`src/rtl/add8b_serial_pkg.sv`:
```
// Shared ALU definitions: serial-adder state encoding and default datapath width.
package add8b_serial_pkg;

    localparam int unsigned DATASIZE_DEF = 8;

    typedef enum logic [1:0] {
        ST_IDLE = 2'd0,
        ST_RUN  = 2'd1,
        ST_DONE = 2'd2
    } state_e;

endpackage

```
`src/rtl/add1b.sv`:
```
// 1-bit full adder cell; adder-side counterpart of the 1-bit subtractor cell.
module add1b (
    input  logic a,
    input  logic b,
    input  logic ci,
    output logic s,
    output logic co
);

    logic w_p;

    assign w_p = a ^ b;
    assign s   = w_p ^ ci;
    assign co  = (a & b) | (ci & w_p);

endmodule

```
`src/rtl/add8b_serial.sv`:
```
// Bit-serial adder: iJ + iK + iC through one full-adder cell, LSB first, with
// carry vector and 8085 flags (carry, aux carry, zero, even parity).
module add8b_serial
    import add8b_serial_pkg::*;
#(
    parameter int unsigned DATASIZE = DATASIZE_DEF,
    parameter int unsigned AUXBIT   = 3
) (
    input  logic                iClk,
    input  logic                iRst,
    input  logic                iStart,
    input  logic [DATASIZE-1:0] iJ,
    input  logic [DATASIZE-1:0] iK,
    input  logic                iC,
    output logic [DATASIZE-1:0] oS,
    output logic [DATASIZE-1:0] oCv,
    output logic                oC,
    output logic                oA,
    output logic                oZ,
    output logic                oP,
    output logic                oBusy,
    output logic                oDone
);

    localparam int unsigned CW = (DATASIZE > 2) ? $clog2(DATASIZE) : 1;
    localparam logic [CW-1:0] CNT_LAST = CW'(DATASIZE - 1);

    state_e              r_state;
    state_e              w_state_next;
    logic [DATASIZE-1:0] r_j;
    logic [DATASIZE-1:0] r_k;
    logic                r_carry;
    logic [CW-1:0]       r_cnt;
    logic [DATASIZE-1:0] r_sum;
    logic [DATASIZE-1:0] r_cv;
    logic                r_c;
    logic                r_a;
    logic                r_z;
    logic                r_p;

    logic                w_accept;
    logic                w_last;
    logic                w_s;
    logic                w_co;
    logic [DATASIZE-1:0] w_sum_next;
    logic [DATASIZE-1:0] w_cv_next;

    add1b u_add1b (
        .a  (r_j[0]),
        .b  (r_k[0]),
        .ci (r_carry),
        .s  (w_s),
        .co (w_co)
    );

    always_comb begin
        w_state_next = r_state;
        w_accept     = 1'b0;
        w_last       = 1'b0;
        unique case (r_state)
            ST_IDLE, ST_DONE: begin
                if (iStart) begin
                    w_state_next = ST_RUN;
                    w_accept     = 1'b1;
                end
            end
            ST_RUN: begin
                if (r_cnt == CNT_LAST) begin
                    w_state_next = ST_DONE;
                    w_last       = 1'b1;
                end
            end
            default: w_state_next = ST_IDLE;
        endcase
    end

    // Sum enters at the MSB so the first bit computed lands in bit 0 after DATASIZE shifts.
    always_comb begin
        w_sum_next       = {w_s, r_sum[DATASIZE-1:1]};
        w_cv_next        = r_cv;
        w_cv_next[r_cnt] = w_co;
    end

    always_ff @(posedge iClk) begin
        if (iRst) begin
            r_state <= ST_IDLE;
            r_j     <= '0;
            r_k     <= '0;
            r_carry <= 1'b0;
            r_cnt   <= '0;
            r_sum   <= '0;
            r_cv    <= '0;
            r_c     <= 1'b0;
            r_a     <= 1'b0;
            r_z     <= 1'b0;
            r_p     <= 1'b0;
        end else begin
            r_state <= w_state_next;
            if (w_accept) begin
                r_j     <= iJ;
                r_k     <= iK;
                r_carry <= iC;
                r_cnt   <= '0;
                r_sum   <= '0;
                r_cv    <= '0;
                r_c     <= 1'b0;
                r_a     <= 1'b0;
                r_z     <= 1'b0;
                r_p     <= 1'b0;
            end else if (r_state == ST_RUN) begin
                r_j     <= r_j >> 1;
                r_k     <= r_k >> 1;
                r_carry <= w_co;
                r_cnt   <= r_cnt + CW'(1);
                r_sum   <= w_sum_next;
                r_cv    <= w_cv_next;
                // Flags land with the last sum bit so they are valid alongside oDone.
                if (w_last) begin
                    r_c <= w_co;
                    r_a <= w_cv_next[AUXBIT];
                    r_z <= ~|w_sum_next;
                    r_p <= ~^w_sum_next;
                end
            end
        end
    end

    assign oS    = r_sum;
    assign oCv   = r_cv;
    assign oC    = r_c;
    assign oA    = r_a;
    assign oZ    = r_z;
    assign oP    = r_p;
    assign oBusy = (r_state == ST_RUN);
    assign oDone = (r_state == ST_DONE);

endmodule

```
`config.mk`:
```
export PLATFORM = sky130hd
export DESIGN_NAME = add8b_serial
export DESIGN_NICKNAME = d
export VERILOG_FILES = /design/src/rtl/add8b_serial_pkg.sv /design/src/rtl/add1b.sv /design/src/rtl/add8b_serial.sv
export SDC_FILE = /design/constraint.sdc
export NUM_CORES = 1
export LEC_CHECK = 0
export ABC_AREA = 1
export CORE_MARGIN = 2
export CORE_UTILIZATION = 45
export DETAILED_ROUTE_END_ITERATION = 6
export GPL_TIMING_DRIVEN = 0
export PLACE_DENSITY = 0.81
export SETUP_SLACK_MARGIN = 0.3
export SYNTH_ARGS = -nofsm -noshare
export SYNTH_HDL_FRONTEND = slang
export SYNTH_SLANG_ARGS = --single-unit
```
`constraint.sdc`:
```
create_clock -name iClk -period 2.2 [get_ports iClk]
set_clock_uncertainty 0.05 [all_clocks]
set_input_delay 0.44 -clock iClk [delete_from_list [all_inputs] [get_ports iClk]]
set_output_delay 0.44 -clock iClk [all_outputs]
set_load 0.03 [all_outputs]
```
==> results.json, run 1 <==
{
  "insertion_delay_ps": 300,
  "grt_max_degree": 14,
  "syn_nets": 279,
  "hold_class": "reg -> reg",
  "power.internal_mw": 1.432,
  "switching_share_pct": 26.29,
  "area_delta_synth_final_pct": 31.45,
  "max_freq_mhz": 545.8,
  "setup_viol": 0,
  "cts_tree": "done",
  "rows": 23,
  "power_density_mw_per_mm2": 756.7,
  "ant_nets": 0,
  "fin_area_mm2": 0.002567,
  "end_kind": "output port",
  "utilization_pct": 62.83,
  "synth.distinct_cells": 26,
  "ys_warn_count": 0,
  "clk_pin_slew_ps": 80,
  "dieWidth_um": 69.88,
  "rsz0062_at_grt": "false",
  "layout-drive-gt1-share_pct": 12.67,
  "place_hpwl_um": 3124,
  "antenna_found_initial": 0,
  "crit_path_max_fanout": 3,
  "crit_buf_inv": 1,
  "ys_seq_elements": 42,
  "cp_cell_sequence": "clkdlybuf4s50_1",
  "placed_area_mm2": 0.002416,
  "maxSlewHeadroom_pct": 64.95,
  "register_area_um2": 840.8,
  "cts_buffer_depth": 2,
  "hold_viol_final": 0,
  "fin_cells": 350,
  "coreArea_mm2": 0.004086,
  "grt_pass1_vias": 1647,
  "cp_top_family": "buffers and inverters",
  "cts.sinks": 42,
  "p_leak_nw": 1.073,
  "dr.pass1.iters": 4,
  "maxCapViolCount": 0,
  "crit_end": "oS[3]",
  "cts_buffers": 5,
  "status": "complete, no violations",
  "reg2reg_depth": 9,
  "nets": 326,
  "port_buffers": 40,
  "syn-instance-count": 252,
  "rr_endpoint": "oP",
  "routedWlPerCell_um": 12.37,
  "required_ps": 1710,
  "die_y_um": 69.88,
  "grtUsageTotal_pct": 18.73,
  "power.switching_mw": 0.5107,
  "synth_area_per_cell_um2": 7.750,
  "io_pins": 42,
  "p_total_mw": 1.943,
  "critPathKind": "reg -> out",
  "slowest_delay_ps": 680,
  "n_fill_cell": 367,
  "p_clk_share_pct": 39.1,
  "synth_seq_area_share_pct": 43.05,
  "wirelength_um": 4328,
  "min_period_ps": 1832,
  "synth_area_mm2": 0.001953,
  "drt-initial-drc-count": 111,
  "min_from": "oCv[6]",
  "root_buffer": "clkbuf_8",
  "crit_start": "oS[3]",
  "start_util_pct": 47.80,
  "worst_pin_slew_ps": 525.7,
  "setup_tns_ps": 0,
  "multi_input_area_um2": 933.4,
  "worst_ep_arrival_time_ps": 1340,
  "via_count": 1746,
  "worst_path_max_delay_cell": "clkdlybuf4s50_1",
  "grt_pass1_wl_um": 7389,
  "r2r_slack_ps": 420,
  "dp.cells": 342,
  "ir_drop_v": 0.0004661,
  "htreeDepth": 2,
  "power_frac_seq_pct": 42.8,
  "combPwrFrac_pct": 18.1,
  "grt_overflow_total": 0,
  "antenna_cells": 0,
  "gp_congestion": 0.7966,
  "drc_errors": 0,
  "cp.depth": 1,
  "r2r-start": "r_j[0]",
  "post-route-period-util_pct": 83.28,
  "vias_per_cell": 4.989,
  "cts_hold_buf": 0,
  "startpoint_type": "flip-flop",
  "drv_slew": 0,
  "die_area_mm2": 0.004883
}
## through the flow
| step | hold WS (ps) | worst slack [ps] |
|---|---|---|
| 3_3_place_gp | 402.3 | 301.1 |
| 4_1_cts | 419.6 | 239.1 |
| 6_report | 415.8 | 367.9 |
| 3_5_place_dp | 406.0 | 305.0 |
| 2_1_floorplan | 383.5 | 542.9 |
| 5_1_grt | 437.5 | 300.2 |
## placed cells by master, fill, tap and decap left out, types with 2 or more instances in the layout
cell type        netlist  layout
clkbuf_1               2       2
nor3_2                 9       9
o21ai_0               16      16
nor2_8                 2       2
nand2_1               43      43
inv_2                  4       4
a21oi_1               25      25
o211ai_1               2       2
nand3_1               11      11
clkdlybuf4s50_1        0      37
o21ai_1               10      10
inv_1                 27      27
dfxtp_1               42      42
clkbuf_8               0       6
bufinv_16              0       2
nand2_4                2       2
nor2_4                 2       2
buf_6                  3       3
ha_1                   6       5
nor2_1                33      33
buf_2                  4       4
a211oi_1               2       2
## sequential cells by signal, indices dropped and copies added, names as in the netlist
signal,count
oP,1
r_k,8
oCv,8
oZ,1
r_cnt,3
oC,1
r_state,2
r_j,8
oA,1
r_carry,1
oS,8
## logic make-up (layout without fill, tap and decap cells)
family / after synthesis / count (layout) / share of synthesized area, %
compound gates: 57 / 57 / 15.31
fa+ha+maj: 7 / 7 / 4.869
buf+inv: 42 / 90 / 9.802
flops: 42 / 42 / 43.05
simple gates: 104 / 104 / 26.97
## repair_timing
| action | CTS | global route |
|---|---|---|
| pin swaps | 0 | 1 |
| gates resized for setup | 2 | 4 |
| buffers inserted | 0 | 0 |
| setup endpoints to repair | 2 | 3 |
## routing by layer
layer  routed length [um]  up-vias  track usage, %
met4                   93        0           7.265
met1                 1994      784           24.39
met2                 1955       44           28.68
li1                     -      908               -
met5                    0        -               0
met3                  284       10           6.205
## layout make-up
type	count	share of cell area [%]
Timing Repair Buffer	40	15.45
Clock inverter	2	2.339
Tap cell	50	2.437
Sequential cell	42	32.75
Buffer	10	2.680
Multi-Input combinational cell	168	36.35
Clock buffer	6	3.216
Inverter	32	4.776
## how the worst min path moves through the flow
stage / slack [ps] / endpoint / depth (start not counted)
4_1_cts: 420 / oCv[6] / 2
3_3_place_gp: 400 / oCv[1] / 2
5_1_grt: 440 / r_j[0] / 2
3_5_place_dp: 410 / oCv[6] / 2
2_1_floorplan: 380 / r_j[1] / 2
6_report: 420 / oCv[6] / 2
## power groups by stage
stage	clock network, mW	logic, mW	registers, mW
after detailed placement	0	0.344	0.850
final	0.759	0.352	0.832
after global routing	0.803	0.395	0.839
after floorplan	0	0.220	0.863
after CTS	0.769	0.346	0.832
after global placement	0	0.335	0.849
## synth_stat cells (all sizes together)
| cell | n | area (um^2) |
|---|---|---|
| o21a | 1 | 7.510 |
| fa | 1 | 20.02 |
| a211oi | 2 | 15.01 |
| nand4 | 1 | 6.260 |
| a31oi | 1 | 6.260 |
| o211ai | 2 | 15.01 |
| ha | 6 | 75.07 |
| o21ai | 26 | 130.1 |
| nor2 | 37 | 186.4 |
| nand2 | 45 | 183.9 |
| clkbuf | 2 | 7.510 |
| nor3 | 10 | 95.09 |
| buf | 8 | 61.31 |
| a21oi | 25 | 125.1 |
| dfxtp | 42 | 840.8 |
| nand3 | 11 | 55.05 |
| inv | 32 | 122.6 |
Note: power is estimated with default switching activity, not from simulation.
==> inputs of run 2 (changes only) <==
- clock period: 2.2 -> 1.9 ns (I/O delays scaled with it)
==> run 2 against run 1 <==
  * First-iteration DRC count shrank 27%
  * Largest cell class unchanged
  * Sequential share of layout area grew 0.95 points
  * Non-clock buffer count is the same
  * Count of clock-buffer cells in the layout shrank 1
==> results.json, run 2 (synthesized netlist as in run 1, its figures left out) <==
{
  "status": "complete, no violations",
  "cts_tree": "done",
  "critPathKind": "reg -> reg",
  "p_leak_nw": 1.127,
  "min_from": "iRst",
  "clk_pin_slew_ps": 80,
  "antenna_cells": 0,
  "r2r_slack_ps": 120,
  "post-route-period-util_pct": 93.82,
  "coreArea_mm2": 0.004086,
  "vias_per_cell": 4.989,
  "r2r-start": "r_j[0]",
  "htreeDepth": 2,
  "grt_pass1_wl_um": 7389,
  "die_area_mm2": 0.004883,
  "hold_end": "r_carry",
  "place_hpwl_um": 3042,
  "grt_overflow_total": 0,
  "routedWlPerCell_um": 12.22,
  "via_count": 1741,
  "final_cell_mix": "nand2_1, dfxtp_1, nor2_1",
  "io_pins": 42,
  "reg2reg_depth": 9,
  "insertion_delay_ps": 300,
  "ant_nets": 0,
  "end_kind": "flip-flop",
  "hold_viol_final": 0,
  "port_buffers": 40,
  "rr_endpoint": "oP",
  "drc_errors": 0,
  "postCtsSetupRepairBufs": 0,
  "required_ps": 2090,
  "cp_cell_sequence": "fa_1 > inv_2 > ha_4 > inv_2 > nand2_1 > nand2_1 > nand2_1 > nand3_2 > a21oi_2",
  "drt-initial-drc-count": 81,
  "maxSlewHeadroom_pct": 67.24,
  "max_freq_mhz": 561.0,
  "setup_tns_ps": 0,
  "start_util_pct": 47.80,
  "cts.sinks": 42,
  "cts_buffer_depth": 2,
  "drv_slew": 0,
  "fin_cells": 349,
  "layout-drive-gt1-share_pct": 16.39,
  "rows": 23,
  "finalWorstSetupSlack_ps": 117.5,
  "area_delta_synth_final_pct": 28.51,
  "grt_pass1_vias": 1653,
  "root_buffer": "clkbuf_8",
  "grt_max_degree": 13,
  "holdWs_ps": 381.1,
  "slowest_delay_ps": 610,
  "setup_viol": 0,
  "n_fill_cell": 410,
  "min_path_cells": 2,
  "grtUsageTotal_pct": 18.80,
  "nets": 326,
  "cts_buffers": 5,
  "ir_drop_v": 0.0004011,
  "dr.pass1.iters": 4,
  "final_common_cell": "nand2_1",
  "hold_class": "in -> reg",
  "die_y_um": 69.88,
  "crit_path_frequent_cell": "nand2_1",
  "dpl_worst_slack_ps": 37.54,
  "power_density_mw_per_mm2": 767.1,
  "crit_path_max_fanout": 3,
  "worst_ep_arrival_time_ps": 1970,
  "worst_pin_slew_ps": 491.4,
  "startpoint_type": "flip-flop",
  "rsz0062_at_grt": "true",
  "wirelength_um": 4266,
  "dieWidth_um": 69.88,
  "gp_congestion": 0.7666,
  "antenna_found_initial": 0,
  "worst_path_max_delay_cell": "fa_1",
  "maxCapViolCount": 0,
  "dp.cells": 342,
  "min_period_ps": 1783
}
## run 2: power by group
part / total [mW] / internal [mW] / switching [mW]
sequential: 0.965 / 0.932 / 0.0323
combinational: 0.415 / 0.168 / 0.247
clock: 0.546 / 0.247 / 0.299
## run 2: repair_timing
action / 4_1_cts / 5_1_grt
pin swaps: 1 / 5
resized for setup: 29 / 20
hold buffers: 0 / 0
setup endpoints to repair: 23 / 6
## run 2: worst max-delay path, delay by kind of cell (launching register included)
family          cells  cell delay, ps
compound gates      1             130
flops               1             330
buf+inv             2              90
fa+ha+maj           2             880
simple gates        4             240
## run 2: area by class of cell
type	instances	area, um^2	share of cell area [%]
multi-input combinational	168	944.7	37.64
sequential	42	845.8	33.70
timing repair buffer	40	371.6	14.81
inverter	32	127.6	5.085
buffer	10	78.83	3.141
clock buffer	5	68.82	2.742
tap	50	62.56	2.493
clock inverter	2	10.01	0.3988
## run 2: per-stage QoR
step / total power, mW / utilization (%) / instance area (um^2)
finish: 1.925 / 61.42 / 2510
global route: 2.040 / 61.42 / 2510
CTS: 1.928 / 60.69 / 2480
detailed placement: 1.391 / 59.43 / 2429
global placement: 1.383 / 59.43 / 2429
floorplan: 1.264 / - / 1966
## run 2: layer usage
layer | global-route usage (%) | vias to the layer above | wire, um
met4 | 8.974 | 0 | 83
met2 | 31.43 | 40 | 1977
met3 | 5.483 | 6 | 218
met1 | 22.00 | 789 | 1987
met5 | 0 | - | 0
li1 | - | 906 | -
## run 2: worst max path at each step
| stage | start | endpoint | slack, ps |
|---|---|---|---|
| finish | r_j[0] | oP | 120 |
| global route | r_j[0] | oP | 20 |
| CTS | r_carry | oP | 130 |
| detailed placement | r_state[0] | oBusy | 40 |
| global placement | r_state[0] | oBusy | 40 |
| floorplan | r_j[0] | oP | 280 |
==> inputs of run 3 (changes only) <==
- SETUP_SLACK_MARGIN: 0.3 -> not set
==> run 3 against run 2 <==
  * Via count up 0.34%
  * Sequential cell count is the same
  * Critical path depth decreased by 8
  * Fmax decreased by 1.9%
  * Core utilization increased by 1.3 points
  * Global-route usage decreased by 0.074 points
  * Final area increased by 2.2%
  * Largest cell class unchanged
  * Combinational power shrank 2%
  * Sequential power about the same
==> results.json, run 3 (synthesized netlist as in run 1, its figures left out) <==
{
  "gp_congestion": 0.7966,
  "via_count": 1747,
  "maxCapViolCount": 0,
  "drt-initial-drc-count": 111,
  "dr.pass1.iters": 4,
  "cts_tree": "done",
  "die_y_um": 69.88,
  "io_pins": 42,
  "ant_nets": 0,
  "postCtsSetupRepairBufs": 0,
  "antenna_found_initial": 0,
  "register_area_um2": 840.8,
  "min_from": "iRst",
  "cts_buffers": 5,
  "use_met1_pct": 24.39,
  "die_area_mm2": 0.004883,
  "startpoint_type": "flip-flop",
  "grt_overflow_total": 0,
  "power_density_mw_per_mm2": 877.3,
  "start_util_pct": 47.80,
  "end_kind": "output port",
  "rows": 23,
  "htreeDepth": 2,
  "grt_use_met2_pct": 28.68,
  "grt_max_degree": 14,
  "cts_hold_buf": 0,
  "maxSlewHeadroom_pct": 64.96,
  "coreArea_mm2": 0.004086,
  "layout-drive-gt1-share_pct": 12.67,
  "grt_pass1_wl_um": 7389,
  "hold_viol_final": 0,
  "port_buffers": 40,
  "n_fill_cell": 368,
  "vias_per_cell": 4.991,
  "multi_input_area_um2": 933.4,
  "p_total_mw": 2.250,
  "hold_end": "r_carry",
  "setup_viol": 0,
  "top_usage_layer": "met2",
  "status": "complete, no violations",
  "area_delta_synth_final_pct": 31.33,
  "r2r-start": "r_j[0]",
  "antenna_cells": 0,
  "critPathKind": "reg -> out",
  "drc_errors": 0,
  "worst_pin_slew_ps": 525.6,
  "clk_pin_slew_ps": 80,
  "hold_class": "in -> reg",
  "drv_slew": 0,
  "rsz0062_at_grt": "false",
  "crit_path_max_fanout": 3,
  "slowest_delay_ps": 690,
  "cts_buffer_depth": 2,
  "p_leak_nw": 1.055,
  "dieWidth_um": 69.88,
  "required_ps": 1470,
  "grtUsageTotal_pct": 18.73,
  "r2r_slack_ps": 120,
  "worst_path_max_delay_cell": "clkdlybuf4s50_1",
  "routedWlPerCell_um": 12.36,
  "insertion_delay_ps": 300,
  "root_buffer": "clkbuf_8",
  "reg2reg_depth": 9,
  "post-route-period-util_pct": 95.63,
  "cts.sinks": 42,
  "max_freq_mhz": 550.3,
  "nets": 326,
  "cp_cell_sequence": "clkdlybuf4s50_1",
  "final_cell_mix": "nand2_1, dfxtp_1, clkdlybuf4s50_1",
  "worst_ep_arrival_time_ps": 1390,
  "cp_top_family": "buffers and inverters",
  "rr_endpoint": "oP",
  "min_path_cells": 2,
  "grt_use_met3_pct": 6.205,
  "final_common_cell": "nand2_1",
  "min_period_ps": 1817,
  "place_hpwl_um": 3124,
  "wirelength_um": 4326,
  "crit_buf_inv": 1,
  "grt_pass1_vias": 1647,
  "setup_tns_ps": 0,
  "ir_drop_v": 0.0005397
}
## run 3: cell count changes in the layout (fill, tap and decap cells not counted), moves of 2 or more
cell             previous run  this run
buf_2                       6         4
dfxtp_2                     4         0
clkinv_2                    2         0
dlygate4sd2_1              20         1
dfxtp_1                    38        42
bufinv_16                   0         2
clkdlybuf4s50_1            18        38
inv_1                      24        27
inv_2                       6         4
## run 3: routing by layer
metal	wire length, um	vias up	share of wire [%]
li1	-	908	-
met1	1990	783	46
met2	1954	46	45
met3	288	10	6.7
met4	93	0	2.1
met5	0	-	0
## run 3: final cells by class
class	instances	area share [%]
inverters	32	4.781
flip-flops and latches	42	32.78
well taps	50	2.439
clock buffers	6	3.220
clock inverters	2	2.341
multi-input cells	168	36.39
plain buffers	10	2.683
repair buffers	40	15.37
## run 3: repair_timing
item	4_1_cts	5_1_grt
resized for setup	3	2
setup endpoints to repair	2	2
pin swaps	0	1
## run 3: worst register-to-register path: stages, from the launching register on
cell	delay, ps
dfxtp_1	330
fa_1	590
inv_1	90
ha_4	270
inv_1	50
nand2_1	60
nand2_1	50
nand2_1	50
nand3_1	70
a21oi_1	120
## run 3: power breakdown
part,total [mW],switching (mW),internal [mW]
clock network,0.879,0.319,0.561
registers,0.964,0.0329,0.931
logic,0.407,0.240,0.167
## run 3: worst max-delay path by stage
stage	from	endpoint	cells after the start
2_1_floorplan	r_carry	oP	9
3_3_place_gp	r_state[0]	oBusy	4
3_5_place_dp	r_state[0]	oBusy	4
4_1_cts	r_state[0]	oBusy	4
5_1_grt	r_j[0]	oP	9
6_report	oCv[3]	oCv[3]	1
## run 3: metrics by stage
stage                     hold WS [ps]  utilization (%)  setup WS [ps]  instances  area (um^2)
after floorplan                  383.5                -          242.9        252         1953
after global routing             377.5            62.77         0.1681        350         2565
after CTS                        361.2            62.58          26.52        350         2557
after global placement           402.3            59.12          61.11        342         2416
after detailed placement         406.0            59.12          64.98        342         2416
final                            363.6            62.77          82.95        350         2565
